--- config.mk ---
export PLATFORM = sky130hd
export DESIGN_NAME = argmax_classifier
export DESIGN_NICKNAME = d
export VERILOG_FILES = /design/src/rtl/argmax_classifier.sv
export SDC_FILE = /design/constraint.sdc
export NUM_CORES = 1
export LEC_CHECK = 0
export CAP_MARGIN = 20
export CORE_UTILIZATION = 40
export DETAILED_ROUTE_END_ITERATION = 8
export SETUP_SLACK_MARGIN = 0.5
export SLEW_MARGIN = 20
export SYNTH_ARGS = -nofsm -noshare
export SYNTH_HDL_FRONTEND = slang
export SYNTH_SLANG_ARGS = --single-unit
--- constraint.sdc ---
create_clock -name clk -period 9.46 [get_ports clk]
set_input_delay 2.365 -clock clk [delete_from_list [all_inputs] [get_ports clk]]
set_output_delay 2.365 -clock clk [all_outputs]
set_load 0.02 [all_outputs]
--- src/rtl/argmax_classifier.sv ---
// Serial argmax over a snapshot of output-layer neuron scores; reports the predicted class index.
// Latency: start edge k -> done high in the cycle after edge k+NUM_CLASSES-1 (one compare per clock).
// Backpressure: none; start while busy is ignored. Macro ARGMAX_SCORE_OUT_EN adds the max_score port.
module argmax_classifier #(
    parameter int NUM_CLASSES = 10,
    parameter int NEURON_BITS = 15,
    parameter int IDX_BITS    = 4
) (
    input  logic                          clk,
    input  logic                          rstn,
    input  logic                          start,
    input  logic signed [NEURON_BITS+8:0] scores [0:NUM_CLASSES-1],
    output logic                          busy,
    output logic                          done,
    output logic        [IDX_BITS-1:0]    class_idx
`ifdef ARGMAX_SCORE_OUT_EN
    ,
    output logic signed [NEURON_BITS+8:0] max_score
`endif
);

    localparam int SW = NEURON_BITS + 9;
    localparam logic [IDX_BITS-1:0] LAST_IDX = IDX_BITS'(NUM_CLASSES - 1);

    // A class count outside 2..2**IDX_BITS cannot be indexed by class_idx.
    if (NUM_CLASSES < 2 || NUM_CLASSES > (1 << IDX_BITS)) begin : g_bad_cfg
        $fatal(1, "argmax_classifier: NUM_CLASSES out of range for IDX_BITS");
    end

    typedef enum logic {
        IDLE = 1'b0,
        SCAN = 1'b1
    } state_t;

    state_t                 state;
    logic signed [SW-1:0]   snap [0:NUM_CLASSES-1];
    logic signed [SW-1:0]   best_val;
    logic [IDX_BITS-1:0]    best_idx;
    logic [IDX_BITS-1:0]    i;

    logic signed [SW-1:0]   cur_val;
    logic signed [SW-1:0]   nxt_val;
    logic [IDX_BITS-1:0]    nxt_idx;

    assign cur_val = snap[i];

    // Running best after this cycle's compare; strictly-greater keeps ties on the lowest index.
    always_comb begin
        nxt_val = best_val;
        nxt_idx = best_idx;
        if (cur_val > best_val) begin
            nxt_val = cur_val;
            nxt_idx = i;
        end
    end

    // Control FSM: snapshot on start, one class per clock, publish result on the last class.
    always_ff @(posedge clk) begin
        if (!rstn) begin
            state     <= IDLE;
            busy      <= 1'b0;
            done      <= 1'b0;
            class_idx <= '0;
            best_val  <= '0;
            best_idx  <= '0;
            i         <= '0;
            for (int c = 0; c < NUM_CLASSES; c++) begin
                snap[c] <= '0;
            end
`ifdef ARGMAX_SCORE_OUT_EN
            max_score <= '0;
`endif
        end else begin
            done <= 1'b0;
            case (state)
                IDLE: begin
                    if (start) begin
                        for (int c = 0; c < NUM_CLASSES; c++) begin
                            snap[c] <= scores[c];
                        end
                        best_val <= scores[0];
                        best_idx <= '0;
                        i        <= IDX_BITS'(1);
                        busy     <= 1'b1;
                        state    <= SCAN;
                    end
                end
                SCAN: begin
                    best_val <= nxt_val;
                    best_idx <= nxt_idx;
                    if (i == LAST_IDX) begin
                        class_idx <= nxt_idx;
`ifdef ARGMAX_SCORE_OUT_EN
                        max_score <= nxt_val;
`endif
                        done      <= 1'b1;
                        busy      <= 1'b0;
                        state     <= IDLE;
                    end else begin
                        i <= i + IDX_BITS'(1);
                    end
                end
                default: state <= IDLE;
            endcase
        end
    end

endmodule

==> results.json <==
{
  "status": "finished clean",
  "synth_compound_area_frac": 0.05613,
  "pre_cts_slack_ns": 4.212,
  "yosys.area_share.simple": 0.1615,
  "drt_iter0_drc": 714,
  "grt_pass1_vias": 8842,
  "internal_power_mw": 2.465,
  "synth_top_cell_by_area": "edfxtp_1",
  "power_frac_clock": 0.388,
  "postSynthNetCount": 1278,
  "drive_above_1_share": 0.1131,
  "p_leak_nw": 7.054,
  "finalSetupTns_ns": 0,
  "cp.required_ns": 9.94,
  "dp_cells": 1613,
  "vias_per_cell": 5.274,
  "start_kind": "flop",
  "end_kind": "flop",
  "ys_warn_count": 0,
  "final_net_count": 1473,
  "relSlewSlack": 0.2961,
  "rows": 66,
  "p_per_area_nw_per_um2": 188.1,
  "cts_resized": 0,
  "drv_cap": 0,
  "synth_seq_cells": 283,
  "yosys.area_share.adder": 0.02432,
  "holdCritPathClass": "flop to flop",
  "cts_buffers": 31,
  "insertion_delay_ns": 0.56,
  "fin_crit_ns": 5.204,
  "synth_cells": 1009,
  "worst_path_max_delay_cell": "dfxtp_4",
  "cts_buffer_depth": 3,
  "synthArstFlopShare": 0,
  "fp.dieH_um": 184.9,
  "cts.sinks": 283,
  "synth_commonest_cells": "and3_1, edfxtp_1, clkbuf_1",
  "min_period_over_period": 0.5501,
  "cts_tree": "done",
  "place.gp.congestion": 0.8070,
  "synth_top_family_by_area": "simple AND/OR/NAND/NOR gates",
  "hold_buffers": 0,
  "dp_hpwl_um": 23050,
  "fin_skew_ns": 0.01400,
  "initial_core_util": 0.4090,
  "peakVddDrop_uv": 165.4,
  "dr.pass1.iters": 5,
  "vias": 8818,
  "drc_errors": 0,
  "clock-root-buffer": "clkbuf_16",
  "setup_slack_ns": 4.256,
  "cp_cell_sequence": "buf_4 > mux4_2 > nor2b_1 > a211oi_1 > a21oi_1 > ha_1 > nand4_1 > or3_4 > nor3_2 > o31a_2 > or4_1 > nand3_4 > mux2i_1",
  "dieArea_um2": 34170,
  "ant_nets": 0,
  "hold_viol": 0,
  "ys_top_cells_by_area": "edfxtp_1, and3_1, mux4_2",
  "finalPower_mw": 3.237,
  "antenna_found_initial": 3,
  "synth_xor_area_frac": 0,
  "h-tree-depth": 1,
  "postCtsSetupBuffers": 0,
  "holdCritStartpoint": "best_val[1]",
  "grt_overflow": 0,
  "fillers": 2832,
  "rsz0062_at_grt": "false",
  "max_clock_freq_mhz": 192.2,
  "max_stage_delay_ns": 0.99,
  "synth-edff-count": 240,
  "crit_type": "flop to flop",
  "netSwitchingPower_mw": 0.7720,
  "ios": 249,
  "wl_per_cell_um": 20.49,
  "synth_cell_type_count": 39,
  "critical_path.max_fanout": 47,
  "grt_util_all_layers": 0.2015,
  "finalSetupViolCount": 0,
  "io_buffers": 248,
  "worst_pin_slew_ns": 1.055,
  "postSynthAreaPerCell_um2": 13.26,
  "seqPwrFrac": 0.464,
  "combPwrFrac": 0.148,
  "synthesis.area_um2": 13380,
  "cts.reportedPaths.clkPinSlew_ns": 0.06,
  "synthMuxAreaShare": 0.1183,
  "p_sw_frac": 0.2385,
  "grt_pass1_wl_um": 51780,
  "hold_slack_ns": 0.4556,
  "route.final.wire_length_um": 34260,
  "yosysSeqAreaShare": 0.6032,
  "crit_arrival_ns": 5.68,
  "core_area_um2": 32700,
  "area_growth_syn_to_layout_pct": 28.66,
  "dieWidth_um": 184.9,
  "drv_slew": 0,
  "yosys.area.top_type_share": 0.5388,
  "grt_max_degree": 167,
  "synth_flop_cell": "edfxtp_1",
  "fin_cells": 1672
}
[cell usage in the layout, fill, tap and decap left out, types with 28 or more instances in the layout]
master             n
edfxtp_1         240
mux4_2            48
clkbuf_16         31
o211ai_1          30
nand2_1           36
dfxtp_1           39
mux2i_1           49
clkdlybuf4s50_1  247
a21oi_1           44
inv_1             28
and3_1           240
[registers in the layout (all words and copies together) (netlist names), named ones only]
signal and flops:
state 1, done 1, i 4, best_val 24, class_idx 4, busy 1
snap 240, best_idx 4
[power groups by stage]
| stage | clock network [mW] | registers, mW | logic [mW] |
|---|---|---|---|
| finish | 1.26 | 1.50 | 0.479 |
| floorplan | 0 | 1.52 | 0.297 |
| global route | 1.32 | 1.51 | 0.523 |
| CTS | 1.28 | 1.51 | 0.480 |
| global placement | 0 | 1.53 | 0.475 |
| detailed placement | 0 | 1.53 | 0.477 |
[per-layer routing]
layer | share of wire | wire length [um] | vias up | global-route usage
li1 | - | - | 4262 | -
met4 | 0.018 | 608 | 2 | 0.04132
met2 | 0.47 | 16160 | 246 | 0.3257
met1 | 0.46 | 15750 | 4274 | 0.2851
met3 | 0.050 | 1727 | 34 | 0.03441
met5 | 0.00038 | 13 | - | 0
[critical path, delay by kind of cell, from the launching register on]
kind / cells / cell delay [ns]
compound gates: 3 / 0.54
fa+ha+maj: 1 / 0.50
buf+inv: 1 / 0.59
flops: 1 / 0.99
mux: 2 / 0.85
simple gates: 6 / 1.60
[final cells by class]
type	instances	area [um2]	share of cell area
diodes	1	2.502	0.0001454
clock buffers	36	794.5	0.04617
clock inverters	22	269.0	0.01563
inverters	28	105.1	0.006107
multi-input cells	603	4838	0.2812
flip-flops and latches	283	8075	0.4692
well taps	442	553.0	0.03214
repair buffers	257	2571	0.1494
[logic make-up (layout without fill, tap and decap cells)]
logic type,count (synthesis),after routing
and+or+nand+nor,362,362
muxes,98,98
DFF,283,283
AOI/OAI and AO/OA,117,117
other,0,1
adders and majority gates,26,26
buffers and inverters,123,343
[final timing paths]
path | endpoint | slack (ns) | cells past startpoint
setup / recovery | best_val[0] | 4.26 | 13
hold / removal | best_val[1] | 0.46 | 2
setup reg to reg | best_val[0] | 4.26 | 13
hold reg to reg | best_val[1] | 0.46 | 2
[per-stage QoR]
step / utilization / cell area [um2]
6_report: 0.5262 / 17210
5_1_grt: 0.5262 / 17210
4_1_cts: 0.5258 / 17190
3_5_place_dp: 0.4933 / 16130
3_3_place_gp: 0.4933 / 16130
2_1_floorplan: - / 13380
No activity file was read; power rests on OpenSTA's default activity.
==> edit (same flow settings) <==
Change the parameter `NEURON_BITS` from 15 to 19.
--- a/src/rtl/argmax_classifier.sv
+++ b/src/rtl/argmax_classifier.sv
@@ -3,7 +3,7 @@
 // Backpressure: none; start while busy is ignored. Macro ARGMAX_SCORE_OUT_EN adds the max_score port.
 module argmax_classifier #(
     parameter int NUM_CLASSES = 10,
-    parameter int NEURON_BITS = 15,
+    parameter int NEURON_BITS = 19,
     parameter int IDX_BITS    = 4
 ) (
     input  logic                          clk,
Ports: changed (resized scores); port bits go from 249 to 289. The function was not compared with the original's and may differ.
==> edit against the original RTL <==
- sequential share of layout area is essentially flat
- design area is 16% higher
- sequential cell count rose by 44
- synthesized area up 16%
- global-route usage up 0.13 points
- hold slack better by 3.5 ps
- wire length is 18% higher
- worst setup slack improved by 250 ps
- combinational power increased by 16%
- sequential power increased by 15%
- power grew 14%
- count of clock-buffer cells in the layout up 14
- critical path type unchanged
- critical endpoint is now best_val[11]$_SDFFE_PN0P_
- largest cell class unchanged
==> edit: results <==
group,metric,value,unit
status,status,"finished clean",
drt,wirelength,40300,um
worst_setup_path,max_stage_delay,620,ps
yosys,synth-edff-count,280,
finish,top_regs,"snap: 280 flops, best_val: 28 flops",
sta,min_period,4950,ps
place,placed_area,18700,um^2
hold_path,hp-class,"register to register",
yosys,synth-async-reset-ratio,0,%
place,place.gp.congestion,0.795,
place,dpl.cell_count,1866,
yosys,yosysTopAreaCell,"edfxtp_1",
worst_setup_path,reg2reg_slack,4510,ps
power_and_ir_drop,ir_worst_vdd,0.120,mV
sta,skew,17.5,ps
worst_setup_path,cp_top_family,"compound AO/OA/AOI/OAI gates",
place,dpl.hpwl,26300,um
clock_tree,cts-htree-levels,2,
global_routing,grt_pass1_wl,60000,um
global_routing,antenna_found_initial,10,
clock_tree,cts_setup_buffers,0,
global_routing,grt_max_degree,287,
yosys,yosys_warnings,0,
clock_tree,cts_buffers,38,
sta,slew_headroom,7.23,%
yosys,yosysSeqAreaShare,60.3,%
drt,first_pass_iters,7,
drt,detail_route.wl_per_cell,20.8,um
yosys,syn_area_per_cell,13.3,um^2
clock_tree,cts_resized,0,
clock_tree,clk_pin_slew,60,ps
clock_tree,clk_latency,530,ps
yosys,synthDistinctLibCells,42,
place,port_buffers,288,
yosys,syn_nets,1477,
global_routing,grt_use_total,20.3,%
finish,final_nets,1709,
worst_setup_path,cp_slowest_cell,"buf_4",
clock_tree,cts-root-buf,"clkbuf_16",
drt,via_count,10400,
run,drv_cap,0,
clock_tree,clk_path_buf_depth,3,
sta,hold_slack,459,ps
yosys,synth_area_leaders,"edfxtp_1, and3_1, mux4_2",
power_and_ir_drop,leakage,8.20,nW
drt,first_iter_violations,804,
power_and_ir_drop,switching_share,24.1,%
finish,drive_above_1_share,11.1,%
worst_setup_path,critPathArrivalTime,5390,ps
yosys,synth_commonest_cells,"and3_1, edfxtp_1, clkbuf_1, mux2i_1, mux4_2",
worst_setup_path,critPathMaxFanout,37,
-- edit: power groups by stage --
stage          clock network [mW]  registers [mW]  logic, mW
2_1_floorplan                   0            1.75      0.343
3_3_place_gp                    0            1.76      0.549
3_5_place_dp                    0            1.76      0.557
4_1_cts                      1.42            1.73      0.559
5_1_grt                      1.47            1.74      0.605
6_report                     1.39            1.73      0.555
-- edit: cell type report --
type,count,area (um^2)
fillers,3264,18000
well taps,511,639
multi-input cells,699,5590
flip-flops and latches,327,9360
clock buffers,50,1030
repair buffers,300,3030
diodes,5,12.5
inverters,30,113
clock inverters,17,150
-- edit: path summary, 6_finish.rpt --
kind | endpoint | from | cells past startpoint
max | best_val[11]$_SDFFE_PN0P_ | register | 14
min | best_val[24]$_SDFFE_PN0P_ | best_val[24]$_SDFFE_PN0P_ | 2
max reg2reg | best_val[11]$_SDFFE_PN0P_ | register | 14
min reg2reg | best_val[24]$_SDFFE_PN0P_ | best_val[24]$_SDFFE_PN0P_ | 2
-- edit: cells by family (layout without fill, tap and decap cells) --
kind of cell             Yosys count  after routing  synth area share [%]
AO/OA/AOI/OAI                    131            131                  5.45
adder cells (fa/ha/maj)           30             30                  2.42
multiplexers                     113            113                  11.8
other                              0              5                     0
flip-flops                       327            327                  60.3
AND/OR/NAND/NOR                  425            425                  16.2
buffers and inverters            138            397                  3.77
-- edit: layer usage --
layer | wire (um) | GRT usage, % | part of all wire (%) | vias up
li1 | - | - | - | 4924
met1 | 19300 | 30.2 | 48 | 5073
met2 | 17700 | 29.8 | 44 | 328
met3 | 2500 | 3.97 | 6.2 | 63
met4 | 824 | 6.04 | 2.0 | 10
met5 | 57 | 0 | 0.14 | -
